`src/rtl/mem_pkg.sv`:
```
// Memory-access encodings shared by the core control, the data memory and the store buffer.
// funct3 values for loads and stores plus the access-size helper.
package mem_pkg;

    localparam logic [2:0] OP_LB  = 3'b000;
    localparam logic [2:0] OP_LH  = 3'b001;
    localparam logic [2:0] OP_LW  = 3'b010;
    localparam logic [2:0] OP_LBU = 3'b100;
    localparam logic [2:0] OP_LHU = 3'b101;
    localparam logic [2:0] OP_SB  = 3'b000;
    localparam logic [2:0] OP_SH  = 3'b001;
    localparam logic [2:0] OP_SW  = 3'b010;

    // Bytes touched by an access; the unused encoding 2'b11 is treated as a word.
    function automatic logic [2:0] size_of(input logic [2:0] mtype);
        case (mtype[1:0])
            2'b00:   size_of = 3'd1;
            2'b01:   size_of = 3'd2;
            default: size_of = 3'd4;
        endcase
    endfunction

endpackage

```
`src/rtl/sb_fifo.sv`:
```
// In-order store queue: entry storage, head/tail/count registers, push/pop ports,
// and a per-entry view (address, type, valid) for the hazard comparators.
module sb_fifo #(
    parameter  int DEPTH = 4,
    parameter  int AW    = 7,
    localparam int PW    = $clog2(DEPTH),
    localparam int CW    = $clog2(DEPTH + 1)
) (
    input  logic          clk,
    input  logic          rstn,
    input  logic          push,
    input  logic [AW-1:0] push_addr,
    input  logic [31:0]   push_data,
    input  logic [2:0]    push_type,
    input  logic          pop,
    output logic [AW-1:0] head_addr,
    output logic [31:0]   head_data,
    output logic [2:0]    head_type,
    output logic [AW-1:0] ent_addr [DEPTH],
    output logic [2:0]    ent_type [DEPTH],
    output logic [DEPTH-1:0] ent_valid,
    output logic [CW-1:0] count,
    output logic          empty
);

    logic [AW-1:0] addr_q [DEPTH];
    logic [31:0]   data_q [DEPTH];
    logic [2:0]    type_q [DEPTH];
    logic [PW-1:0] head;
    logic [PW-1:0] tail;

    // Entry payloads carry no reset; validity comes from head/count alone.
    always_ff @(posedge clk) begin
        if (push) begin
            addr_q[tail] <= push_addr;
            data_q[tail] <= push_data;
            type_q[tail] <= push_type;
        end
    end

    always_ff @(posedge clk or negedge rstn) begin
        if (!rstn) begin
            head  <= '0;
            tail  <= '0;
            count <= '0;
            empty <= 1'b1;
        end else begin
            if (push)
                tail <= tail + 1'b1;
            if (pop)
                head <= head + 1'b1;
            case ({push, pop})
                2'b10: begin
                    count <= count + 1'b1;
                    empty <= 1'b0;
                end
                2'b01: begin
                    count <= count - 1'b1;
                    empty <= (count == CW'(1));
                end
                default: ;
            endcase
        end
    end

    assign head_addr = addr_q[head];
    assign head_data = data_q[head];
    assign head_type = type_q[head];

    // Slot i is live when its distance from head (mod DEPTH) is below count.
    for (genvar i = 0; i < DEPTH; i++) begin : g_ent
        logic [PW-1:0] off;
        assign off          = PW'(i) - head;
        assign ent_valid[i] = CW'(off) < count;
        assign ent_addr[i]  = addr_q[i];
        assign ent_type[i]  = type_q[i];
    end

endmodule

```
`src/rtl/store_buf.sv`:
```
// Store buffer between the core load/store path and dm: queues stores, retires them on
// idle cycles, stalls loads that overlap a pending store, and drains fully on a fence.
module store_buf
    import mem_pkg::*;
#(
    parameter  int DEPTH = 4,
    parameter  int AW    = 7,
    localparam int CW    = $clog2(DEPTH + 1)
) (
    input  logic          clk,
    input  logic          rstn,
    input  logic          st_req,
    input  logic          ld_req,
    input  logic          fence_req,
    input  logic [AW-1:0] addr,
    input  logic [31:0]   wdata,
    input  logic [2:0]    mtype,
    output logic          stall,
    output logic [31:0]   rdata,
    output logic          dm_wr,
    output logic [AW-1:0] dm_addr,
    output logic [31:0]   dm_din,
    output logic [2:0]    dm_type,
    input  logic [31:0]   dm_dout,
    output logic [CW-1:0] count,
    output logic          empty
);

    logic [AW-1:0]    head_addr;
    logic [31:0]      head_data;
    logic [2:0]       head_type;
    logic [AW-1:0]    ent_addr [DEPTH];
    logic [2:0]       ent_type [DEPTH];
    logic [DEPTH-1:0] ent_valid;
    logic             push;
    logic             drain;
    logic             load_go;
    logic             stall_c;
    logic             hazard;
    logic [DEPTH-1:0] hit;
    logic [AW-1:0]    ld_end;

    sb_fifo #(
        .DEPTH (DEPTH),
        .AW    (AW)
    ) u_fifo (
        .clk       (clk),
        .rstn      (rstn),
        .push      (push),
        .push_addr (addr),
        .push_data (wdata),
        .push_type (mtype),
        .pop       (drain),
        .head_addr (head_addr),
        .head_data (head_data),
        .head_type (head_type),
        .ent_addr  (ent_addr),
        .ent_type  (ent_type),
        .ent_valid (ent_valid),
        .count     (count),
        .empty     (empty)
    );

    // Address of the last byte touched, wrapping at AW bits.
    function automatic logic [AW-1:0] last_byte(input logic [AW-1:0] a, input logic [2:0] t);
        return a + AW'(size_of(t)) - AW'(1);
    endfunction

    assign ld_end = last_byte(addr, mtype);

    // An access covers at most two words (first and last), so four compares per entry are exact.
    for (genvar i = 0; i < DEPTH; i++) begin : g_haz
        logic [AW-1:0] e_end;
        assign e_end  = last_byte(ent_addr[i], ent_type[i]);
        assign hit[i] = ent_valid[i] &&
                        (ent_addr[i][AW-1:2] == addr[AW-1:2]   ||
                         ent_addr[i][AW-1:2] == ld_end[AW-1:2] ||
                         e_end[AW-1:2]       == addr[AW-1:2]   ||
                         e_end[AW-1:2]       == ld_end[AW-1:2]);
    end

    assign hazard = |hit;

    always_comb begin
        drain   = 1'b0;
        push    = 1'b0;
        load_go = 1'b0;
        stall_c = 1'b0;
        if (ld_req) begin
            if (hazard) begin
                stall_c = 1'b1;
                drain   = 1'b1;
            end else begin
                load_go = 1'b1;
            end
        end else if (st_req) begin
            if (count == CW'(DEPTH)) begin
                stall_c = 1'b1;
                drain   = 1'b1;
            end else begin
                push = 1'b1;
            end
        end else if (fence_req) begin
            if (!empty) begin
                stall_c = 1'b1;
                drain   = 1'b1;
            end
        end else if (!empty) begin
            drain = 1'b1;
        end
    end

    always_comb begin
        stall   = stall_c & rstn;
        dm_wr   = drain & rstn;
        dm_addr = '0;
        dm_din  = '0;
        dm_type = '0;
        rdata   = '0;
        if (drain) begin
            dm_addr = head_addr;
            dm_din  = head_data;
            dm_type = head_type;
        end else if (load_go) begin
            dm_addr = addr;
            dm_type = mtype;
            rdata   = dm_dout;
        end
    end

endmodule
```
`config.mk`:
```
export PLATFORM = sky130hd
export DESIGN_NAME = store_buf
export DESIGN_NICKNAME = d
export VERILOG_FILES = /design/src/rtl/mem_pkg.sv /design/src/rtl/sb_fifo.sv /design/src/rtl/store_buf.sv
export SDC_FILE = /design/constraint.sdc
export NUM_CORES = 1
export LEC_CHECK = 0
export ABC_AREA = 1
export CELL_PAD_IN_SITES_DETAIL_PLACEMENT = 1
export CELL_PAD_IN_SITES_GLOBAL_PLACEMENT = 1
export CORE_ASPECT_RATIO = 1.1
export CORE_MARGIN = 4
export CORE_UTILIZATION = 45
export DETAILED_ROUTE_END_ITERATION = 10
export PLACE_DENSITY_LB_ADDON = 0.25
export SLEW_MARGIN = 20
export SYNTH_ARGS = -nofsm -noshare
export SYNTH_HDL_FRONTEND = slang
export SYNTH_SLANG_ARGS = --single-unit
```
`constraint.sdc`:
```
create_clock -name clk -period 10.3 [get_ports clk]
set_clock_uncertainty 0.15 [all_clocks]
set_input_delay 2.06 -clock clk [delete_from_list [all_inputs] [get_ports clk]]
set_output_delay 2.06 -clock clk [all_outputs]
set_load 0.05 [all_outputs]
```
==> metrics.cfg <==
[timing]
max_freq_mhz = 111
hold_ws_ns = 0.382
drv_slew = 0
min_period_ns = 9.02
hold_viol = 0
fin_setup_tns_ns = 0
finalCritPeriodShare_pct = 87.6
timing.final.ws_setup_ns = 1.28
worstMarginPinSlew_ns = 0.936
maxSlewHeadroom_pct = 37.4
setup_viol = 0
rsz0062_at_grt = false

[setup_path]
path_class = in -> out
endpoint_kind = primary output
cp_cell_sequence = clkdlybuf4s50_1 -> buf_4 -> inv_1 -> ha_1 -> fa_1 -> xor2_1 -> nand2_1 -> nor2_1 -> nand2_1 -> nor2_1 -> nand2_1 -> nor2_1 -> nor2_1 -> nand2_1 -> nand2_1 -> nand2_1 -> nor2_2 -> nand2_4 -> nand2_4 -> nor2_1 -> clkdlybuf4s50_1
arrival_ns = 6.81
crit_slowest_cell = fa_1
crit_path_frequent_cell = nand2_1
crit_required_ns = 8.09
crit_fanout = 36
crit_path_start_kind = input pin
max_stage_delay_ns = 0.85

[routing]
vias = 8118
firstDrtPassIters = 5
avgViaCountPerCell = 5.44
wl_per_cell_um = 20.8
drc = 0
wirelength_mm = 31.1
ant_nets = 0
dr.first_iter.drc_count = 429

[layout]
nets = 1316
final_common_cell = nand2_1
layoutNonFillerInstCount = 1492
areaGrowthSynthToFinish_pct = 26.0
final_cell_mix = 228 x nand2_1, 168 x edfxtp_1, 158 x clkdlybuf4s50_1
utilization_pct = 57.8
n_fill_cell = 2440
final_area_um2 = 12400
diodes = 0
layout-drive-gt1-share_pct = 7.32

[yosys]
synth_top_area_cell = edfxtp_1
syn_inst = 1030
netlist_area_um2 = 9840
postSynthAreaPerCell_um2 = 9.55
synth_ff_type = edfxtp_1
synth_seq_cells = 176
synth_edf_count = 168
synth.top_cell.area_share_pct = 51.3
yosysSeqAreaShare_pct = 53.3
yosys_warnings = 0
synthTopCellsByArea = edfxtp_1 51%, nand2_1 8.7%, inv_1 5.8%, ha_1 5.5%, nor2_1 4.1%
syn_nets = 1157
yosysUniqueCellTypes = 40
async_flop_share_pct = 4.55

[global_routing]
met2_usage_pct = 46.4
grt_start_max_net_pins = 43
overflow = 0
first_global_vias = 8969
grt_busiest_layer = met2
antenna_found_initial = 0
grt_use_met1_pct = 29.9
gr-usage-all-layers_pct = 25.9
grtUsageMet3_pct = 5.19
grt_pass1_wl_mm = 48.3

[floorplanning]
rows = 56
dieArea_um2 = 24300
start_util_pct = 45.9
ios = 159
fp.coreArea_um2 = 21400
fp.dieW_um = 149
dieHeight_um = 163

[cts]
hold_buffers = 0
cts_resized = 0
cts_buffers = 17
cts-root-buf = clkbuf_16
clkTransAtPathRegs_ns = 0.08
clk_path_buf_depth = 2
clock_sinks = 176
htreeDepth = 4
cts_tree = done
clkLatencyLatePin_ns = 0.44
cts_setup_buffers = 0

[pwr]
ir_worst_vdd_v = 0.000207
cellLeakagePower_nw = 5.21
power_density_nw_per_um2 = 295
power_mw = 3.65

[outcome]
status = finished, final reports clean

[place]
dp_cells = 1460
pre_cts_slack_ns = 1.23
post_dp_cell_area_um2 = 11800
portBuffers = 158
gp_congestion = 0.861
place_hpwl_mm = 22.1

[hold_path]
hold_path_class = reg -> reg

[run]
maxCapViolations = 0

## worst paths after layout
kind                                     start               to  slack, ns  cells after the start
setup reg to reg           u_fifo.type_q[0][1]  u_fifo.count[2]       5.75                     24
max in group asynchronous                 rstn     u_fifo.empty       7.86                      1
hold reg to reg                   u_fifo.empty     u_fifo.empty       0.38                      2
hold / removal                    u_fifo.empty     u_fifo.empty       0.38                      2
min in group asynchronous                 rstn  u_fifo.count[1]       1.79                      1
setup / recovery                       addr[2]        dm_din[0]       1.28                     21
## flip-flops by register name, summed over array words and instances, names as in the netlist
register	cells
u_fifo.data_q	128
u_fifo.tail	2
u_fifo.empty	1
u_fifo.head	2
u_fifo.type_q	12
u_fifo.addr_q	28
u_fifo.count	3
## layout make-up
type                       instances  area, µm²  area share [%]
tap                              290        363            2.93
sequential                       176       5250            42.3
multi-input combinational        666       3890            31.4
clock buffer                      17        425            3.43
inverter                         156        586            4.72
timing repair buffer             172       1690            13.6
clock inverter                    15        198            1.59
## logic make-up after synthesis
group                      share of synthesized area, %
AOI/OAI and AO/OA                                  10.1
DFF                                                53.3
xor gates and xnor gates                           2.76
buffers and inverters                              7.63
and+or+nand+nor                                    19.7
adders and majority gates                          6.49
## report_power, final
group,switching (mW),total (mW),internal [mW]
clock network,0.335,0.669,0.334
registers,0.0554,0.932,0.877
logic,1.41,2.05,0.643
## critical path: cells and delay by family
family,cells,cell delay [ns]
buf+inv,4,1.67
simple gates,14,1.66
fa+ha+maj,2,1.22
xor+xnor,1,0.19
## cells in the mapped netlist, types with 2 or more instances
cell       instances
nand2_1          228
o21bai_1           2
nand3_1           72
inv_1            152
ha_1              43
a22oi_1           11
a21oi_1           21
or2_2              2
nand3b_1           8
o22ai_1            7
inv_2              2
a21o_1             2
edfxtp_1         168
a221oi_1          32
nor3_1             4
nand4_1            4
nor2_2            21
o21ai_0           10
o2111ai_1          2
xor2_1            17
a22o_1            32
nor2_1           107
nand2_2            5
nor4_1             3
dfrtp_1            7
buf_6              4
clkbuf_1          18
nand2_4            2
buf_2              8
o221ai_1           8
xnor2_1           14
fa_1               5
clkinv_1           2
## per-layer routing
layer  routed length (µm)  vias to the layer above  part of all wire (%)
li1                     -                     3828                     -
met2                16000                      260                    51
met4                 1180                        0                   3.8
met3                 1790                       69                   5.8
met1                12100                     3961                    39
met5                    0                        -                     0
(Power assumes the default switching activity.)
